<file path="config.mk">
export PLATFORM = sky130hd
export DESIGN_NAME = pipeline_stage_register_flat
export DESIGN_NICKNAME = d
export VERILOG_FILES = /design/src/rtl/pipeline_stage_register_pkg.sv /design/src/rtl/pipeline_stage_register_if.sv /design/src/rtl/pipeline_stage_register_sat_counter.sv /design/src/rtl/pipeline_stage_register.sv /design/src/flat_wrapper.sv
export SDC_FILE = /design/constraint.sdc
export NUM_CORES = 1
export LEC_CHECK = 0
export ABC_AREA = 1
export ABC_CLOCK_PERIOD_IN_PS = 15000
export CAP_MARGIN = 10
export CORE_ASPECT_RATIO = 2
export CORE_MARGIN = 2
export CORE_UTILIZATION = 55
export CTS_CLUSTER_SIZE = 28
export DETAILED_ROUTE_END_ITERATION = 16
export PLACE_DENSITY_LB_ADDON = 0.05
export SLEW_MARGIN = 20
export SYNTH_ARGS = -nofsm -noshare
export SYNTH_HDL_FRONTEND = slang
export SYNTH_HIERARCHICAL = 1
export SYNTH_SLANG_ARGS = --single-unit
</file>
<file path="constraint.sdc">
create_clock -name clk -period 15 [get_ports clk]
set_input_delay 1.5 -clock clk [delete_from_list [all_inputs] [get_ports clk]]
set_output_delay 1.5 -clock clk [all_outputs]
set_load 0.03 [all_outputs]
</file>
<file path="src/rtl/pipeline_stage_register_pkg.sv">
// Shared types and widths for the MIPS inter-stage pipeline registers.
// Imported by the stage register, its interface and the bench.
package pipeline_pkg;

  typedef enum logic [1:0] {
    EMPTY = 2'd0,
    ONE   = 2'd1,
    TWO   = 2'd2
  } stage_state_e;

  localparam int CTRL_W_DEFAULT = 24;
  localparam int DATA_W_DEFAULT = 128;

  // Control bundle widths per pipeline boundary.
  localparam int FD_CTRL_W = 4;
  localparam int DE_CTRL_W = 24;
  localparam int EM_CTRL_W = 8;
  localparam int MW_CTRL_W = 4;

endpackage

</file>
<file path="src/rtl/pipeline_stage_register_if.sv">
// Upstream and downstream handshake bundle of one pipeline stage register.
// Same interface as seen by the producer/consumer side (master) and the register (slave).
interface pipeline_stage_register_if
  import pipeline_pkg::*;
#(
  parameter int CTRL_W = CTRL_W_DEFAULT,
  parameter int DATA_W = DATA_W_DEFAULT
) ();

  // Handshake: a beat moves on a rising clk edge where valid && ready are both 1.
  // valid must not depend on ready; ctrl/data are only meaningful while valid is 1.
  logic              in_valid;
  logic              in_ready;
  logic [CTRL_W-1:0] in_ctrl;
  logic [DATA_W-1:0] in_data;
  logic              out_valid;
  logic              out_ready;
  logic [CTRL_W-1:0] out_ctrl;
  logic [DATA_W-1:0] out_data;

  modport master (
    output in_valid, in_ctrl, in_data, out_ready,
    input  in_ready, out_valid, out_ctrl, out_data
  );

  modport slave (
    input  in_valid, in_ctrl, in_data, out_ready,
    output in_ready, out_valid, out_ctrl, out_data
  );

endinterface

</file>
<file path="src/rtl/pipeline_stage_register_sat_counter.sv">
// Saturating event counter used for the optional stage statistics.
module pipe_sat_counter #(
  parameter int WIDTH = 16
) (
  input  logic             clk,
  input  logic             reset,
  input  logic             inc,
  output logic [WIDTH-1:0] count
);

  always_ff @(posedge clk or posedge reset) begin
    if (reset) begin
      count <= '0;
    end else if (inc && (count != {WIDTH{1'b1}})) begin
      count <= count + 1'b1;
    end
  end

endmodule

</file>
<file path="src/rtl/pipeline_stage_register.sv">
// Two-entry skid-buffer pipeline register with stall and synchronous flush.
// Define PIPE_STAGE_STATS_EN to add the stall_cycles / flush_drops counters.
module pipeline_stage_register
  import pipeline_pkg::*;
#(
  parameter int CTRL_W     = CTRL_W_DEFAULT,
  parameter int DATA_W     = DATA_W_DEFAULT,
  parameter int CLEAR_DATA = 1
) (
  input  logic                       clk,
  input  logic                       reset,
  input  logic                       flush,
  pipeline_stage_register_if.slave   bus,
  output stage_state_e               state
`ifdef PIPE_STAGE_STATS_EN
  ,
  output logic [15:0]                stall_cycles,
  output logic [15:0]                flush_drops
`endif
);

  logic [CTRL_W-1:0] main_ctrl, skid_ctrl;
  logic [DATA_W-1:0] main_data, skid_data;
  logic              in_ready_q;
  logic              in_xfer, out_xfer, out_valid;

  assign out_valid = (state != EMPTY);
  assign in_xfer   = bus.in_valid && in_ready_q;
  assign out_xfer  = out_valid && bus.out_ready;

  // Outputs come straight from the main-entry flops; main_ctrl is cleared
  // whenever the stage empties so a bubble always carries a NOP.
  assign bus.in_ready  = in_ready_q;
  assign bus.out_valid = out_valid;
  assign bus.out_ctrl  = main_ctrl;
  assign bus.out_data  = main_data;

  always_ff @(posedge clk or posedge reset) begin
    if (reset) begin
      state      <= EMPTY;
      main_ctrl  <= '0;
      main_data  <= '0;
      skid_ctrl  <= '0;
      skid_data  <= '0;
      in_ready_q <= 1'b1;
    end else if (flush) begin
      state      <= EMPTY;
      main_ctrl  <= '0;
      in_ready_q <= 1'b1;
      if (CLEAR_DATA != 0) main_data <= '0;
    end else begin
      case (state)
        EMPTY: begin
          if (in_xfer) begin
            main_ctrl <= bus.in_ctrl;
            main_data <= bus.in_data;
            state     <= ONE;
          end
        end
        ONE: begin
          if (in_xfer && out_xfer) begin
            main_ctrl <= bus.in_ctrl;
            main_data <= bus.in_data;
          end else if (in_xfer) begin
            skid_ctrl  <= bus.in_ctrl;
            skid_data  <= bus.in_data;
            state      <= TWO;
            in_ready_q <= 1'b0;
          end else if (out_xfer) begin
            state     <= EMPTY;
            main_ctrl <= '0;
            if (CLEAR_DATA != 0) main_data <= '0;
          end
        end
        TWO: begin
          // in_ready is low here, so only the drain side can move.
          if (out_xfer) begin
            main_ctrl  <= skid_ctrl;
            main_data  <= skid_data;
            state      <= ONE;
            in_ready_q <= 1'b1;
          end
        end
        default: begin
          state      <= EMPTY;
          main_ctrl  <= '0;
          in_ready_q <= 1'b1;
        end
      endcase
    end
  end

`ifdef PIPE_STAGE_STATS_EN
  logic stall_inc, flush_inc;

  assign stall_inc = out_valid && !bus.out_ready;
  // A flush only loses work if something held is not leaving this cycle.
  assign flush_inc = flush && ((state == TWO) || ((state == ONE) && !out_xfer));

  pipe_sat_counter #(.WIDTH(16)) u_stall_cnt (
    .clk   (clk),
    .reset (reset),
    .inc   (stall_inc),
    .count (stall_cycles)
  );

  pipe_sat_counter #(.WIDTH(16)) u_flush_cnt (
    .clk   (clk),
    .reset (reset),
    .inc   (flush_inc),
    .count (flush_drops)
  );
`endif

endmodule

</file>
<file path="src/flat_wrapper.sv">
// flat-port wrapper written by rule: the top's interface ports become plain ports
module pipeline_stage_register_flat import pipeline_pkg::*;
#(
  parameter int CTRL_W     = CTRL_W_DEFAULT,
  parameter int DATA_W     = DATA_W_DEFAULT,
  parameter int CLEAR_DATA = 1
)
  (clk, reset, flush, state, bus_in_valid, bus_in_ctrl, bus_in_data, bus_out_ready, bus_in_ready, bus_out_valid, bus_out_ctrl, bus_out_data);
  pipeline_stage_register_if #(.CTRL_W(CTRL_W), .DATA_W(DATA_W)) bus_i ();
  input  logic clk;
  input  logic reset;
  input  logic flush;
  output stage_state_e state;
  input wire logic [$bits(bus_i.in_valid)-1:0] bus_in_valid;
  input wire logic [$bits(bus_i.in_ctrl)-1:0] bus_in_ctrl;
  input wire logic [$bits(bus_i.in_data)-1:0] bus_in_data;
  input wire logic [$bits(bus_i.out_ready)-1:0] bus_out_ready;
  output wire logic [$bits(bus_i.in_ready)-1:0] bus_in_ready;
  output wire logic [$bits(bus_i.out_valid)-1:0] bus_out_valid;
  output wire logic [$bits(bus_i.out_ctrl)-1:0] bus_out_ctrl;
  output wire logic [$bits(bus_i.out_data)-1:0] bus_out_data;
  assign bus_i.in_valid = bus_in_valid;
  assign bus_i.in_ctrl = bus_in_ctrl;
  assign bus_i.in_data = bus_in_data;
  assign bus_i.out_ready = bus_out_ready;
  assign bus_in_ready = bus_i.in_ready;
  assign bus_out_valid = bus_i.out_valid;
  assign bus_out_ctrl = bus_i.out_ctrl;
  assign bus_out_data = bus_i.out_data;
  pipeline_stage_register #(.CTRL_W(CTRL_W), .DATA_W(DATA_W), .CLEAR_DATA(CLEAR_DATA)) u_core (.clk(clk), .reset(reset), .flush(flush), .bus(bus_i), .state(state));
endmodule
</file>
### Word-level counts from Yosys, hierarchy flattened

Cells that the tools add are included.

* bits in registers: 307
* memories: 0
* output and inout port bits: 156
* bits in read-only memories: 0
* latch bits: 0
* word-level logic and storage cells: 55
* memory bits (writable): 0

* $add $sub $neg: 0
* eq/ne operators: 10
* $lt $le $gt $ge: 0
* mux-type cells: 26
* bitwise operators: 2
* shift-type cells: 0
* $mul: 0
* reductions and logical operators: 11
* div/mod/pow operators: 0

Operators by type and width (number)
* 128-bit 2-to-1 mux: 6
* 128-bit case mux with 3 select lines: 1
* 24-bit 2-to-1 mux: 6
* 24-bit case mux with 3 select lines: 1
* 4-bit AND reduction: 4
* 2-bit 2-to-1 mux: 6
* 3-bit by 2-bit != test with 1-bit output (second input constant): 3
* 4-bit by 2-bit != test with 1-bit output (second input constant): 2
* 2-bit case mux with 3 select lines: 1
* 5-bit AND reduction: 1
* 1-bit 2-to-1 mux: 4
* 4-bit != test (second input constant): 1
* 4-bit nonzero test: 1
* 1-bit logical AND: 3
* 3-bit != test (second input constant): 1
* 1-bit case mux with 3 select lines: 1
* 2-bit by 1-bit equality test with 1-bit output (second input constant): 1
* 2-bit equality test (second input constant): 1
* 2-bit zero test: 1
* 2-bit != test (second input constant): 1
* 1-bit inverter: 2
* 2-bit nonzero test: 1

### Longest topological paths before layout

Gate-level depths: netlist of the first run.

* depth in word-level cells: 7
* depth in mapped cells: 13
* gate-level depth less buffers: 10

### Worst setup path before layout of the first run

No wires, ideal clock.

* path kind: input to register
* start point: input port bus_out_ready
* end point: register u_core.main_data[20] (netlist: u_core/bus.out_data[20])
* path buffers: 2
* data required time: 14.882 ns
* setup slack: 12.450 ns
* arrival time: 2.432 ns
* cell stages on the path: 9
* cell sequence: nand2_2 > nand2_1 > nand3_4 > nor2_4 > inv_2 > buf_4 > buf_2 > nand2_1 > nand2_1

* word-level cells in the longest chain between the ends: 5

Ends and longest elaborated chain
* start: declaration: RTL line flat_wrapper.sv:17 `input wire logic [$bits(bus_i.out_ready)-1:0] bus_out_ready;`
* 1-bit logical AND *: RTL line pipeline_stage_register.sv:29 `assign out_xfer = out_valid && bus.out_ready;`
* 1-bit logical AND: RTL line pipeline_stage_register.sv:61 `if (in_xfer && out_xfer) begin`
* 128-bit 2-to-1 mux: RTL line pipeline_stage_register.sv:61
* 128-bit case mux with 3 select lines: RTL line pipeline_stage_register.sv:52 `case (state)`
* 128-bit 2-to-1 mux: RTL line pipeline_stage_register.sv:46 `end else if (flush) begin`
* end signal: assignment: RTL line pipeline_stage_register.sv:56 `main_data <= bus.in_data;`
* end signal: assignment: RTL line pipeline_stage_register.sv:63 `main_data <= bus.in_data;`
* end signal: assignment: RTL line pipeline_stage_register.sv:79 `main_data <= skid_data;`
* end: declaration: RTL line pipeline_stage_register.sv:23 `logic [DATA_W-1:0] main_data, skid_data;`

Mark *: on every way between the ends. The rest lies on a longest branch, timed or not.
A chain may end at the register's enable or synchronous reset.

### Worst setup path in the final report of the first run

* start point: input port flush
* end point: register u_core.main_data[11] (netlist: u_core/bus.out_data[11])

* word-level cells in the longest chain between the ends: 2

Ends and longest elaborated chain
* start: declaration: RTL line flat_wrapper.sv:12 `input logic flush;`
* 4-bit != test (no line) (tied with other cells)
* 5-bit AND reduction (no line)

Several ways; a longest one is shown, not always the timed one.

==> flow_summary.yaml, run 1 <==
die:
  row_count: 82
  coreArea_um2: 25000
  die_y_um: 230
  die_width_um: 117
  start_util: 0.560
  ios: 313
  die_area_um2: 26900
clock_network:
  root_buffer: "clkbuf_16"
  clk_latency_ps: 550
  path_clk_slew_ps: 60
  cts_setup_buffers: 0
  clock_path_buffers: 3
  cts_buffers: 28
  postCtsHoldBufs: 0
  cts_tree: "done"
  numClockSinks: 307
  cts_resized: 0
  h-tree-depth: 1
timing:
  clock_skew_ps: 13.4
  fin_tns_setup_ps: 0
  hold_viol: 0
  relSlewSlack: 0.246
  period_share: 0.316
  drv_slew: 0
  rsz0062_at_grt: "no"
  setup_viol: 0
  fin_crit_ps: 4740
  setup_slack_ps: 10260
  fmax_mhz: 211
  worst_slew_pin_slew_ps: 1130
layout:
  layout_commonest_cell: "nand2_1"
  finalInstanceArea_um2: 18100
  fin_cells: 2442
  synthToLayoutAreaGrowth_pct: 29.3
  drive_gt1_frac: 0.0347
  fin_nets: 2241
  layout_common_cells: "nand2_1 (947), clkdlybuf4s50_1 (312), dfrtp_1 (306)"
placed_design:
  gp_congestion: 0.837
  dpl.hpwl_um: 23700
  place_area_um2: 17100
  place_ws_ps: 9730
  port_buffers: 312
  placed_cells: 2384
critical_path:
  critPathArrivalTime_ps: 5210
  cp.required_ps: 15480
  worstPathMaxFanout: 70
  endpoint_kind: "flop"
  critPathKind: "in2reg"
  setup.worst_path.start_class: "primary input"
  r2r_slack_ps: 10900
drt:
  routedWlPerCell_um: 15.8
  viasPerCell: 5.13
  met3WireLength_um: 2640
  routed.top_layer: "met4"
  wl_met2_um: 19800
  dr.first_iter.drc_count: 1129
  wl_met1_um: 14700
  via_count: 12517
  drtPass1Iterations: 6
  ant_nets: 0
  wl_um: 38600
  drc_errors: 0
power_and_ir_drop:
  fin_total_pwr_mw: 3.84
  peakVddDrop_mv: 0.146
  power.density_nw_per_um2: 212
  p_leak_nw: 9.77
global_routing:
  grt_pass1_wl_um: 61200
  grt_max_degree: 277
  grt_usage: 0.285
  overflow: 0
  antenna_found_initial: 5
  grt_pass1_vias: 12368
yosys:
  avgSynthCellArea_um2: 7.64
  ys_seq_elements: 307
  syn_inst: 1836
  yosysTopAreaCellShare: 0.546
  ys_warn_count: 6
  synthesis.area_um2: 14000
  syn-num-nets: 1997
  synth_top_area_cell: "dfrtp_1"
  synth_area_leaders: "dfrtp_1 (55%), nand2_1 (25%), o21ai_0 (5.5%), nand3_1 (4.7%), inv_1 (4.3%)"
  ys_seq_area_frac: 0.548
  yosys.cell_types.count: 24
run:
  drv_cap: 0
min_path:
  hold_class: "reg2reg"
run_status:
  status: "finished clean"
[routing by layer]
layer | track usage | vias to the layer above
met5 | 0 | -
met4 | 0.120 | 0
met3 | 0.0567 | 74
met2 | 0.493 | 446
met1 | 0.339 | 5922
li1 | - | 6075
[where the power goes]
part           total, mW  switching (mW)  internal (mW)
Combinational       1.66            1.07          0.593
Clock              0.747           0.312          0.435
Sequential          1.43           0.231           1.20
Total               3.84            1.61           2.23
[path summary, 6_finish.rpt]
| kind | start | to | depth (start not counted) |
|---|---|---|---|
| max | flush | u_core/bus.out_data[11] | 10 |
| min in group asynchronous | reset | u_core/skid_ctrl[17] | 2 |
| min reg2reg | u_core/bus.out_data[47] | u_core/bus.out_data[47] | 2 |
| max reg2reg | u_core/state[0] | u_core/bus.out_data[11] | 12 |
| max in group asynchronous | reset | u_core/bus.out_data[85] | 5 |
| min | u_core/bus.out_data[47] | u_core/bus.out_data[47] | 2 |
[worst max-delay path: stages]
cell	delay (ps)
clkdlybuf4s50_1	530
inv_4	600
nand3_1	260
nand3_4	350
nor2_4	40
buf_4	330
inv_4	540
buf_4	720
nand2_1	150
nand2_1	100
[cells in the mapped netlist]
cell and count:
a21oi_1 1, buf_1 6, buf_2 34, buf_4 21, buf_6 5, clkbuf_1 46, dfrtp_1 306, dfstp_2 1
ha_1 4, inv_1 160, inv_2 3, nand2_1 947, nand2_2 1, nand3_1 133, nand3_4 1, nand4_1 1
nor2_1 3, nor2_2 2, nor2_4 1, nor3_1 1, o21ai_0 155, o21ai_1 1, o21bai_1 1, or2_2 2
[flip-flops by register name (all words and copies together) (netlist names)]
| signal | flops |
|---|---|
| u_core/state | 2 |
| u_core/bus.out_data | 128 |
| u_core/bus.in_ready | 1 |
| u_core/skid_ctrl | 24 |
| u_core/bus.out_ctrl | 24 |
| u_core/skid_data | 128 |
[cell families (layout without fill, tap and decap cells)]
group                      Yosys count  after routing  synth area share
other                                0              5                 0
DFF                                307            307             0.548
adders and majority gates            4              4           0.00357
AOI/OAI and AO/OA                  158            158            0.0566
and+or+nand+nor                   1092           1092             0.307
buffers and inverters              275            540            0.0850
[per-stage QoR]
step                      hold WS (ps)   util
after global routing               501  0.724
after CTS                          483  0.722
after detailed placement           465  0.684
after floorplan                    453      -
after global placement             463  0.684
final                              479  0.724
[cell type report]
| class | instances | area (um2) |
|---|---|---|
| clock inverter | 10 | 131 |
| antenna | 5 | 12.5 |
| clock buffer | 41 | 831 |
| inverter | 163 | 627 |
| tap | 336 | 420 |
| multi-input combinational | 1254 | 5160 |
| timing repair buffer | 326 | 3260 |
| fill | 2037 | 6910 |
| sequential | 307 | 7680 |
Power figures use the tool's default switching activity.
==> inputs of run 2 (changes only) <==
--- a/config.mk
+++ b/config.mk
@@ -6,11 +6,11 @@
 export NUM_CORES = 1
 export LEC_CHECK = 0
 export ABC_AREA = 1
-export ABC_CLOCK_PERIOD_IN_PS = 15000
+export ABC_CLOCK_PERIOD_IN_PS = 4500
 export CAP_MARGIN = 10
 export CORE_ASPECT_RATIO = 2
 export CORE_MARGIN = 2
-export CORE_UTILIZATION = 55
+export CORE_UTILIZATION = 51
 export CTS_CLUSTER_SIZE = 28
 export DETAILED_ROUTE_END_ITERATION = 16
 export PLACE_DENSITY_LB_ADDON = 0.05
==> constraint.sdc (replaced) <==
create_clock -name clk -period 4.5 [get_ports clk]
set_input_delay 0.45 -clock clk [delete_from_list [all_inputs] [get_ports clk]]
set_output_delay 0.45 -clock clk [all_outputs]
set_load 0.03 [all_outputs]
==> run 2 against run 1 <==
Against the previous run:
- sequential share of layout area fell by 0.070 points
- routed wire length shrank 0.57%
- clock skew increased by 11 ps
- worst setup slack got worse by 8600 ps
- global-route usage fell by 1.7 points
- via count fell by 1.0%
- sequential power grew to 3.3 times the previous value
- sequential cell count stayed put
- total power rose to 3.3 times the previous value
- critical endpoint is now u_core/bus.out_data[97]
==> flow_summary.yaml, run 2 (synthesis results as in run 1) <==
timing:
  hold_viol: 0
  period_share: 0.639
  relSlewSlack: 0.320
  fmax_mhz: 348
  fin_crit_ps: 2880
  clock_skew_ps: 23.9
  setup_viol: 0
  drv_slew: 0
  worst_slew_pin_slew_ps: 1020
  rsz0062_at_grt: "no"
layout:
  layout_commonest_cell: "nand2_1"
  finalInstanceArea_um2: 18200
  synthToLayoutAreaGrowth_pct: 29.5
  drive_gt1_frac: 0.0347
  fin_nets: 2242
  layout_common_cells: "nand2_1 (947), clkdlybuf4s50_1 (312), dfrtp_1 (306)"
  final_core_util: 0.672
clock_network:
  root_buffer: "clkbuf_16"
  h-tree-depth: 1
  path_clk_slew_ps: 70
  cts_resized: 0
  clk_latency_ps: 560
  cts_tree: "done"
  clock_path_buffers: 3
  cts_setup_buffers: 0
  postCtsHoldBufs: 0
  cts_buffers: 29
  numClockSinks: 307
critical_path:
  critPathKind: "reg2reg"
  cp.required_ps: 5000
  critPathMostFrequentCell: "nand2_1"
  critPathArrivalTime_ps: 3370
  endpoint_kind: "flop"
  reg2reg_from: "u_core/state[0]"
  endpoint: "u_core/bus.out_data[97]"
  reg2regPathDepth: 12
  crit_chain: "inv_1 -> ha_1 -> buf_4 -> inv_1 -> nor2_1 -> nand2_1 -> nand3_4 -> nor2_4 -> inv_4 -> buf_4 -> nand2_1 -> nand2_1"
  startpoint: "u_core/state[0]"
  reg2reg_to: "u_core/bus.out_data[97]"
  r2r_slack_ps: 1620
  cpLargestDelayFamily: "buffers and inverters"
  setup.worst_path.start_class: "flop"
  cp.depth: 12
  critPathSlowestCell: "dfrtp_1"
  crit_buf_inv: 5
  worstPathMaxFanout: 47
  cp_slowest_stage_delay_ps: 450
die:
  start_util: 0.519
  die_area_um2: 28900
  row_count: 85
  ios: 313
  coreArea_um2: 27000
  die_y_um: 238
  die_width_um: 121
global_routing:
  overflow: 0
  grt_usage: 0.268
  grt_pass1_vias: 12118
  grt_pass1_wl_um: 62400
  antenna_found_initial: 2
  grt_max_degree: 305
power_and_ir_drop:
  p_sw_frac: 0.423
  power.switching_mw: 5.37
  p_leak_nw: 9.78
  p_comb_frac: 0.441
  peakVddDrop_mv: 0.467
  p_seq_frac: 0.373
  p_int_mw: 7.32
  clkPwrFrac: 0.186
  power.density_nw_per_um2: 699
drt:
  drc_errors: 0
  via_count: 12391
  wl_um: 38400
  ant_nets: 0
  routedWlPerCell_um: 15.6
  viasPerCell: 5.05
  dr.first_iter.drc_count: 891
  drtPass1Iterations: 5
placed_design:
  gp_congestion: 0.808
  dpl.hpwl_um: 23300
  place_area_um2: 17200
  port_buffers: 312
run_status:
  status: "finished clean"
run:
  drv_cap: 0
min_path:
  hold_class: "in2async"
## run 2: cell types whose count changed in the layout (fill, tap and decap cells not counted), sizes merged
cell | before | now
bufinv | 3 | 0
clkinv | 6 | 8
clkbuf | 41 | 45
diode | 5 | 2
## run 2: stage by stage
step	setup TNS [ps]	total power [mW]	hold WS (ps)	cells	setup WS, ps
after global routing	0	13.5	481	2454	1390
final	0	12.7	429	2454	1620
after detailed placement	0	10.4	464	2397	1640
after global placement	0	10.3	461	2397	1730
after CTS	0	12.8	437	2451	1630
after floorplan	-10450	8.22	453	1836	-34.1
## run 2: worst min path at each step
| stage | cells past startpoint | endpoint | startpoint | slack, ps |
|---|---|---|---|---|
| floorplan | 2 | u_core/skid_ctrl[20] | u_core/skid_ctrl[20] | 450 |
| global placement | 2 | u_core/bus.out_data[105] | u_core/bus.out_data[105] | 460 |
| detailed placement | 2 | u_core/bus.out_data[6] | u_core/bus.out_data[6] | 460 |
| CTS | 2 | u_core/skid_data[89] | reset | 440 |
| global route | 3 | u_core/skid_data[127] | bus_in_data[127] | 480 |
| finish | 2 | u_core/skid_data[89] | reset | 430 |
## run 2: metal layers
metal,wire length [um],global-route usage,up-vias,part of all wire
li1,-,-,6079,-
met1,15500,0.341,5821,0.40
met2,19000,0.447,416,0.49
met3,2470,0.0483,75,0.064
met4,1470,0.115,0,0.038
met5,0,0,-,0
## run 2: area by class of cell
class,instances,area [um2]
Tap cell,348,435
Clock buffer,45,856
Multi-Input combinational cell,1254,5160
Antenna cell,2,5.00
Sequential cell,307,7680
Inverter,163,623
Clock inverter,9,48.8
Timing Repair Buffer,326,3350
Fill cell,2331,8860
## run 2: power groups by stage
stage | Clock, mW | Sequential (mW) | Combinational [mW]
floorplan | 0 | 5.85 | 2.36
global placement | 0 | 4.73 | 5.53
detailed placement | 0 | 4.76 | 5.62
CTS | 2.42 | 4.74 | 5.64
global route | 2.53 | 4.88 | 6.12
finish | 2.36 | 4.74 | 5.59
